## config.mk

```make
export PLATFORM = sky130hd
export DESIGN_NAME = write_arbiter_rr
export DESIGN_NICKNAME = d
export VERILOG_FILES = /design/src/rtl/fractal_mem_pkg.sv /design/src/rtl/sync_fifo.sv /design/src/rtl/write_arbiter_rr.sv
export SDC_FILE = /design/constraint.sdc
export NUM_CORES = 1
export LEC_CHECK = 0
export ABC_AREA = 1
export BUFFER_PORTS_ARGS = -buffer_cell sky130_fd_sc_hd__buf_2
export CAP_MARGIN = 20
export CELL_PAD_IN_SITES_DETAIL_PLACEMENT = 0
export CELL_PAD_IN_SITES_GLOBAL_PLACEMENT = 1
export CORE_AREA = 2 2 145 147
export CTS_CLUSTER_DIAMETER = 100
export CTS_CLUSTER_SIZE = 20
export DETAILED_ROUTE_END_ITERATION = 8
export DIE_AREA = 0 0 147 149
export PLACE_DENSITY_LB_ADDON = 0.1
export REMOVE_ABC_BUFFERS = 1
export SYNTH_ARGS = -nofsm -noshare
export SYNTH_HDL_FRONTEND = slang
export SYNTH_SLANG_ARGS = --single-unit
```

## constraint.sdc

```tcl
create_clock -name clock -period 8 [get_ports clock]
set_input_delay 1.6 -clock clock [delete_from_list [all_inputs] [get_ports clock]]
set_output_delay 1.6 -clock clock [all_outputs]
set_load 0.02 [all_outputs]
```

## src/rtl/fractal_mem_pkg.sv

```systemverilog
// Shared definitions for the fractal renderer's frame-buffer write path.
// Holds the default bus widths, the layout of a queued write, and a small
// helper for sizing index fields.

package fractal_mem_pkg;

   // Default widths of a frame-buffer write.
   localparam int FM_DATA_WIDTH = 16;
   localparam int FM_ADDR_WIDTH = 32;

   // One queued memory write. Address sits in the upper bits so that a
   // flattened word reads {addr, data}.
   typedef struct packed {
      logic [FM_ADDR_WIDTH-1:0] addr;
      logic [FM_DATA_WIDTH-1:0] data;
   } write_req_t;

   // Width of an index able to name n items. Never narrower than one bit,
   // so a single-item case still gets a legal vector.
   function automatic int idx_width(input int n);
      return (n > 1) ? $clog2(n) : 1;
   endfunction

endpackage

```

## src/rtl/sync_fifo.sv

```systemverilog
// Single-clock FIFO with registered occupancy.
// Push is ignored while full and pop is ignored while empty, so the caller
// may drive either strobe freely. The head word reads as zero while empty.

module sync_fifo
   import fractal_mem_pkg::*;
#(
   parameter  int WIDTH = FM_ADDR_WIDTH + FM_DATA_WIDTH,
   parameter  int DEPTH = 4,
   localparam int PTR_W = $clog2(DEPTH),
   localparam int CNT_W = PTR_W + 1
) (
   input  logic             clock,
   input  logic             reset,
   input  logic             push,
   input  logic [WIDTH-1:0] push_data,
   input  logic             pop,
   output logic             full,
   output logic             empty,
   output logic [CNT_W-1:0] count,
   output logic [WIDTH-1:0] head
);

   logic [WIDTH-1:0] mem [DEPTH];
   logic [PTR_W-1:0] wr_ptr;
   logic [PTR_W-1:0] rd_ptr;
   logic             do_push;
   logic             do_pop;

   assign full    = (count == CNT_W'(DEPTH));
   assign empty   = (count == '0);
   assign do_push = push & ~full;
   assign do_pop  = pop & ~empty;

   // Pointer and occupancy bookkeeping. DEPTH is a power of two, so the
   // pointers wrap naturally when they overflow.
   always_ff @(posedge clock or posedge reset) begin
      // NOTE: state registers take non-blocking assignments so every flop
      // samples the pre-edge values, independent of statement order.
      if (reset) begin
         wr_ptr <= '0;
         rd_ptr <= '0;
         count  <= '0;
      end else begin
         if (do_push) begin
            wr_ptr <= wr_ptr + 1'b1;
         end
         if (do_pop) begin
            rd_ptr <= rd_ptr + 1'b1;
         end
         unique case ({do_push, do_pop})
            2'b10:   count <= count + 1'b1;
            2'b01:   count <= count - 1'b1;
            default: count <= count;
         endcase
      end
   end

   // Storage write.
   always_ff @(posedge clock) begin
      // NOTE: the array is deliberately left without reset; occupancy and
      // the zeroed head below already hide stale contents, and a reset would
      // prevent the array from mapping onto plain storage.
      if (do_push) begin
         mem[wr_ptr] <= push_data;
      end
   end

   assign head = empty ? '0 : mem[rd_ptr];

   // Occupancy can never exceed the physical depth.
   a_count_bounded: assert property (
      @(posedge clock) disable iff (reset) count <= CNT_W'(DEPTH));

endmodule

```

## src/rtl/write_arbiter_rr.sv

```systemverilog
// N-to-1 write arbiter between the per-pixel solvers and the frame-buffer
// write port. One solver is accepted per cycle, by round robin or fixed
// priority, and its word is queued in an output FIFO so acceptance keeps
// going while the memory side stalls.
//
// in_ack depends only on in_valid, the round-robin pointer and the queue
// occupancy; there is no combinational path from out_ack to in_ack, so a
// full queue refuses a word even on a cycle where memory drains an entry.

module write_arbiter_rr
   import fractal_mem_pkg::*;
#(
   parameter  int NUM_SOLVERS = 2,
   parameter  int DATA_WIDTH  = FM_DATA_WIDTH,
   parameter  int ADDR_WIDTH  = FM_ADDR_WIDTH,
   parameter  int FIFO_DEPTH  = 4,
   parameter  int RR_MODE     = 1,
   localparam int IDX_W       = idx_width(NUM_SOLVERS),
   localparam int CNT_W       = $clog2(FIFO_DEPTH) + 1
) (
   input  logic                                   clock,
   input  logic                                   reset,
   input  logic [NUM_SOLVERS-1:0][DATA_WIDTH-1:0] in_data,
   input  logic [NUM_SOLVERS-1:0][ADDR_WIDTH-1:0] in_addr,
   input  logic [NUM_SOLVERS-1:0]                 in_valid,
   output logic [NUM_SOLVERS-1:0]                 in_ack,
   output logic [DATA_WIDTH-1:0]                  out_data,
   output logic [ADDR_WIDTH-1:0]                  out_addr,
   output logic                                   out_write_en,
   input  logic                                   out_ack,
   output logic [CNT_W-1:0]                       fifo_count,
   output logic [IDX_W-1:0]                       grant_idx
);

   localparam bit USE_RR = (RR_MODE != 0);

   // Queued word; same {addr, data} layout as write_req_t, sized by the
   // parameters of this instance.
   typedef struct packed {
      logic [ADDR_WIDTH-1:0] addr;
      logic [DATA_WIDTH-1:0] data;
   } word_t;

   logic [IDX_W-1:0] rr_ptr;     // last solver granted
   logic [IDX_W-1:0] winner;
   logic [IDX_W-1:0] cand;
   logic             found;
   logic             can_push;
   logic             grant;
   logic             fifo_full;
   logic             fifo_empty;
   word_t            push_word;
   word_t            head_word;

   // Reset also masks the grant, so nothing is acked or queued while the
   // block is held in reset.
   assign can_push = ~fifo_full;
   assign grant    = ~reset & can_push & (|in_valid);

   // Winner search: upward from the slot after the last grant in round
   // robin, upward from zero in fixed priority.
   always_comb begin
      // NOTE: every variable written here gets a default first; a path that
      // leaves one unassigned would infer a latch.
      winner = '0;
      cand   = '0;
      found  = 1'b0;
      for (int k = 0; k < NUM_SOLVERS; k++) begin
         if (USE_RR) begin
            cand = IDX_W'((int'(rr_ptr) + 1 + k) % NUM_SOLVERS);
         end else begin
            cand = IDX_W'(k);
         end
         if (!found && in_valid[cand]) begin
            winner = cand;
            found  = 1'b1;
         end
      end
   end

   // One-hot acknowledge to the winning solver.
   always_comb begin
      in_ack = '0;
      if (grant) begin
         in_ack[winner] = 1'b1;
      end
   end

   assign grant_idx = winner;

   // Round-robin pointer; moves only on a cycle that actually grants. The
   // reset value makes the first search start at solver 0.
   always_ff @(posedge clock or posedge reset) begin
      if (reset) begin
         rr_ptr <= IDX_W'(NUM_SOLVERS - 1);
      end else if (grant && USE_RR) begin
         rr_ptr <= winner;
      end
   end

   assign push_word.addr = in_addr[winner];
   assign push_word.data = in_data[winner];

   sync_fifo #(
      .WIDTH ($bits(word_t)),
      .DEPTH (FIFO_DEPTH)
   ) u_out_fifo (
      .clock     (clock),
      .reset     (reset),
      .push      (grant),
      .push_data (push_word),
      .pop       (out_ack),
      .full      (fifo_full),
      .empty     (fifo_empty),
      .count     (fifo_count),
      .head      (head_word)
   );

   // The head is held in storage until popped, so out_* stay stable while
   // memory stalls; an empty queue presents zeros.
   assign out_write_en = ~fifo_empty;
   assign out_data     = head_word.data;
   assign out_addr     = head_word.addr;

   // At most one solver is acknowledged per cycle.
   a_grant_onehot: assert property (
      @(posedge clock) disable iff (reset) $onehot0(in_ack));

   // A full queue never acknowledges, whatever out_ack does.
   a_no_grant_when_full: assert property (
      @(posedge clock) disable iff (reset) fifo_full |-> (in_ack == '0));

endmodule
```

# --- Yosys cells after proc, flatten, opt, wreduce, memory -nomap -nowiden ---
# Memory sizes are Yosys's and may differ from the RTL's.
# Cells that the tools add are included.
totals:
  out_inout_bits: 55
  n_memories: 1
  mem_bits_rw: 192
  regBits: 8
  in_bits: 101
mem_list:
  columns: ["memory", "depth", "width", "read_ports", "rd_ports_with_merged_regs", "wr", "line_no", "rtl"]
  rows:
  - ["u_out_fifo.mem", 4, 48, 1, 0, 1, "sync_fifo.sv:24", "logic [WIDTH-1:0] mem [DEPTH];"]
classes:
  n_eq_ne: 3
  muxes: 18
  n_addsub: 6
  order_cmp: 4
  reduce_logical: 6
  bitwise: 7
op_table:
  columns: ["cell", "n"]
  rows:
  - ["32-bit 2-to-1 mux", 2]
  - ["48-bit 2-to-1 mux", 1]
  - ["16-bit 2-to-1 mux", 2]
  - ["1-bit 2-to-1 mux", 10]
  - ["1-bit by 2-bit less-than comparator with 1-bit output (second input constant)", 3]
  - ["3-bit case mux with 2 select lines", 1]
  - ["2-bit by 1-bit adder with 2-bit output (second input constant)", 2]
  - ["1-bit AND", 4]
  - ["3-bit by 1-bit adder with 3-bit output (second input constant)", 1]
  - ["3-bit equality test (second input constant)", 1]
  - ["3-bit zero test", 1]
  - ["1-bit NOT", 3]
  - ["3-bit by 1-bit subtractor with 3-bit output (second input constant)", 1]
  - ["1-bit adder (second input constant)", 2]
  - ["2-bit by 1-bit equality test with 1-bit output (second input constant)", 1]
  - ["2-bit equality test (second input constant)", 1]
  - ["1-bit logical AND", 2]
  - ["2-bit 2-to-1 mux", 1]
  - ["2-bit nonzero test", 1]
  - ["2-bit OR reduction", 1]
  - ["1-bit demux with 1-bit select", 1]
  - ["1-bit greater-or-equal comparator (second input constant)", 1]
  - ["1-bit zero test", 1]

# --- Longest topological paths before layout ---
logic_depth:
  ltp_word: 12
  ltp_mapped: 12

# --- By module ---
# Synthesis repeated with hierarchy kept, for this count alone.
hier_totals:
  cells_unflattened: 988
  area_unflattened_um2: 9297.7
modules_own_cells:
  columns: ["mod", "cells_each", "instances", "area_per_inst_um2", "seq_area_each_um2"]
  rows:
  - ["sync_fifo", 817, 1, 8599.5, 5940.7]
  - ["write_arbiter_rr", 171, 1, 698.2, 26.3]

# --- Least setup slack after synthesis ---
# OpenSTA, ideal clock, no wires.
synth_timing:
  kind: "in2reg"
  from: "in in_valid[0]"
  to: "mem u_out_fifo.mem[0][0] (netlist name) (enable)"
  n_path_buf: 0
  setup_slack_ps: 3505
  t_arrival_ps: 4041
  setup_ps: 454
  cell_stages: 4
  cell_sequence: "nor2_1 nor2_1 nand2_1 nor2_1"
synth_between:
  elab_chain_len: 5
synth_rtl:
  columns: ["element", "line_no", "rtl"]
  rows:
  - ["from (decl)", "write_arbiter_rr.sv:25", "input logic [NUM_SOLVERS-1:0] in_valid,"]
  - ["2-bit OR reduction", "write_arbiter_rr.sv:58", "assign grant = ~reset & can_push & (|in_valid);"]
  - ["1-bit AND", "write_arbiter_rr.sv:58", null]
  - ["1-bit AND", "sync_fifo.sv:32", "assign do_push = push & ~full;"]
  - ["1-bit 2-to-1 mux", "sync_fifo.sv:64", "if (do_push) begin"]
  - ["1-bit 2-to-1 mux (implied by the code)", "sync_fifo.sv:65", "mem[wr_ptr] <= push_data;"]
  - ["to (decl)", "sync_fifo.sv:24", null]
# No other way between the ends.

# --- Worst setup path after layout ---
layout_timing:
  from: "in in_valid[0]"
  to: "out in_ack[0]"
layout_between:
  elab_chain_len: 11
layout_rtl:
  columns: ["element", "line_no", "rtl"]
  rows:
  - ["1-bit 2-to-1 mux (implied by the code) (2 in a row)", "write_arbiter_rr.sv:74", "if (!found && in_valid[cand]) begin"]
  - ["1-bit 2-to-1 mux", "write_arbiter_rr.sv:74", null]
  - ["1-bit zero test", "write_arbiter_rr.sv:74", null]
  - ["1-bit logical AND", "write_arbiter_rr.sv:74", null]
  - ["1-bit 2-to-1 mux", "write_arbiter_rr.sv:74", null]
  - ["1-bit by 2-bit less-than comparator with 1-bit output (implied by the code) or 1-bit greater-or-equal comparator (tied branches)", "write_arbiter_rr.sv:85", "in_ack[winner] = 1'b1;"]
  - ["1-bit logical AND (implied by the code)", "write_arbiter_rr.sv:85", null]
  - ["1-bit 2-to-1 mux (implied by the code)", "write_arbiter_rr.sv:85", null]
  - ["1-bit demux with 1-bit select", "write_arbiter_rr.sv:85", null]
  - ["2-bit 2-to-1 mux *", "write_arbiter_rr.sv:84", "if (grant) begin"]
  - ["to (decl)", "write_arbiter_rr.sv:26", "output logic [NUM_SOLVERS-1:0] in_ack,"]
# Mark *: on every way between the ends. The rest lies on a longest branch, timed or not. The select of a mux whose other input is x is not followed.

==> summary.md <==
| Metric | Value |
|---|---|
| Run status | `finished clean` |
| R2R depth | `5` |
| Worst-Margin Slew | `0.893 ns` |
| Slew Viols, Final | `0` |
| #FFs+latches synth | `200` |
| Die ar. | `around 0.022 mm^2` |
| RSZ-0062 raised after global routing | `no` |
| RD Place Congestion | `a little over 0.7` |
| GRT met1 Usage | `24.5%` |
| GR Util met2 | `between 30% and 40%` |
| Clock skew | `0.0129 ns` |
| Max VDD drop | `225 uV` |
| Avg Cell Area, Syn | `approximately 9.4 um^2` |
| Vias per cell | `4.53` |
| Final nets | `between 1k and 1.5k` |
| HPWL Detailed | `11500 um` |
| Mux cell area share after synthesis | `0%` |
| CTS sink cnt | `200` |
| Wire length per cell | `14.4 um` |
| Starting DRT DRC Count | `333` |
| H-tree depth | `4` |
| Adder-cell area share of the yosys netlist | `0.892%` |
| Top cells by count, synth | `nand2_1, inv_1, edfxtp_1` |
| Top post-synthesis cells by area | `edfxtp_1, nand2_1, inv_1` |
| Post-cts gate resize count | `0` |
| Post-synth top area share | `62.3%` |
| Top Usage Layer GRT | `met2` |
| TritonCTS clock tree | `done` |
| Setup_tns | `0 ns` |
| Post-synthesis async set-or-reset flop share | `~4.0%` |
| Initial antenna violation count | `0` |
| Crit path capture type | `output pin` |
| DIE HEIGHT | `149 um` |
| Ant. Diodes | `0` |
| Setup violations, final | `0` |
| CP Capture Point | `in_ack[0]` |
| Largest fanout on the critical path | `27` |
| Detailed-route via count | `6367` |
| Final Hold Violating Endpoints | `0` |
| Period utilization | `approximately 63%` |
| Area leader, netlist | `edfxtp_1` |
| Area Overhead vs Synth | `17.0%` |
| Later-pin clock latency in the skew report | `0.43 ns` |
| Clk slew on worst S/H paths | `approximately 0.060 ns` |
| Hold buffers post-CTS | `0` |
| Critical path origin | `in_valid[0]` |
| # rows | `53` |
| Dpl ws | `2.54 ns` |
| Crit path kind | `in -> out` |
| RR Endpoint | `u_out_fifo.mem[1][0]` |
| Critical Path RT | `6.40 ns` |
| Hold WC Path Type | `reg -> reg` |
| Compound-gate portion of the synthesized area | `2.70%` |
| PortBufs | `155` |
| Die X-Extent | `147 um` |
| Ys Warns | `0` |
| Largest family of logic cells by synthesized area | `simple AND/OR/NAND/NOR gates` |
| Reg-to-reg setup timing slack | `5.42 ns` |
| LEAKAGE | `5.16 nW` |
| Fmax | `roughly 200 MHz` |
| Share of cells above drive strength 1 | `around 18%` |
| Grt total ovfl | `0` |
| Tmin final | `between 5 and 6 ns` |
| GRT Util Overall | `a little under a fifth` |
| Post-Syn Area | `0.00926 mm^2` |
| Most frequent cell after synthesis | `nand2_1` |
| First-pass GRT wire length | `31700 um` |
| Sequential area share after synthesis | `around 64%` |
| Number of global-route vias before repair | `6058` |
| Initial core utilization | `45.0%` |
| CTS Buffer Depth | `2` |
| Core area | `0.0206 mm^2` |
| Fin util | `a little over half` |
| DRC | `0` |
| Filler cells | `1953` |
| I/O pins | `156` |
| Post-synthesis xor/xnor area fraction | `0.189%` |
| Post-synth EDFFs | `192` |
| Final worst slack | `2.93 ns` |
| R2r startpoint | `u_out_fifo.count[0]` |
| Largest net degree at the start of global routing | `72` |
| DRT antenna net count | `0` |
| Post-Synth Simple-Gate Area | `20.3%` |
| Prevailing post-synth register cell | `edfxtp_1` |
| Root Buffer | `clkbuf_16` |
| Detailed Route WL | `between 20000 and 25000 um` |
| Worst setup SP type | `input pin` |
| First-pass DRT Iterations | `4` |
| Maxcap violations | `0` |
| # Post-CTS Setup Buffers | `0` |
| Met3 usage | `3.52%` |
| Synth Instances | `981` |
| Rel. slew slack | `40.4%` |
| TritonCTS buffer count | `17` |
| Netlist cell types | `21` |
| Pwr Density | `~350 mW/mm^2` |
| CP Data Arrival Time | `3.47 ns` |
-- flip-flops by register name, indices dropped and copies added (netlist names) --
name,cells
u_out_fifo.rd_ptr,2
rr_ptr,1
u_out_fifo.mem,192
u_out_fifo.wr_ptr,2
u_out_fifo.count,3
-- per-stage QoR --
step	power, mW	instance area, um^2	instances	hold slack (ns)
6_report	3.84	10800	1406	0.468
5_1_grt	4.09	10800	1406	0.488
4_1_cts	3.89	10800	1405	0.468
3_5_place_dp	3.07	10200	1374	0.455
3_3_place_gp	3.05	10200	1373	0.457
2_1_floorplan	2.47	8990	934	0.444
-- worst max-delay path, stage by stage --
cell	delay (ns)
buf_2	0.10
nand2_1	0.07
nand2_2	0.32
buf_16	0.31
inv_2	0.41
buf_4	0.39
nor2_1	0.08
buf_2	0.17
-- cell families (layout without fill, tap and decap cells) --
logic type,after synthesis,after routing
compound gates,50,50
xor+xnor,2,2
fa+ha+maj,6,6
buf+inv,258,408
flops,200,200
simple gates,465,465
-- cells in the final DEF (no fill, tap or decap), types with 2 or more instances in the layout --
cell type	netlist	routed
a21oi_1	48	48
clkinv_2	0	3
xnor2_1	2	2
o21ai_0	2	2
nor2_1	7	3
inv_2	4	3
clkbuf_16	0	17
bufinv_16	0	2
edfxtp_1	192	192
clkinvlp_4	0	5
dfrtp_1	7	5
ha_1	5	5
nand3_1	102	102
nor2_4	0	4
inv_1	207	207
buf_2	17	155
buf_4	5	9
clkbuf_1	15	3
nand2_1	354	353
-- final cells by class --
type	instances	area, um^2	area share [%]
Multi-Input combinational cell	523	2260	20.9
Clock inverter	11	125	1.16
Tap cell	275	344	3.18
Inverter	211	793	7.33
Clock buffer	20	437	4.03
Timing Repair Buffer	166	891	8.23
Sequential cell	200	5970	55.2
-- metal layers --
metal	share of wire (%)	vias up	wire, um
li1	-	3335	-
met1	44	2877	8840
met2	50	138	10200
met3	5.0	17	1020
met4	1.0	0	206
met5	0	-	0
-- worst min path at each step --
| stage | start | endpoint | slack [ns] | depth (start not counted) |
|---|---|---|---|---|
| global route | rr_ptr | rr_ptr | 0.49 | 2 |
| finish | rr_ptr | rr_ptr | 0.47 | 2 |
| floorplan | rr_ptr | rr_ptr | 0.44 | 2 |
| detailed placement | rr_ptr | rr_ptr | 0.46 | 2 |
| global placement | rr_ptr | rr_ptr | 0.46 | 2 |
| CTS | rr_ptr | rr_ptr | 0.47 | 2 |
-- power breakdown --
part,internal [mW],switching (mW),leakage [nW]
clock,0.459,0.361,0.259
combinational,0.461,1.12,3.05
sequential,1.37,0.0669,1.85
total,2.29,1.55,5.16
Power figures use the tool's default switching activity.
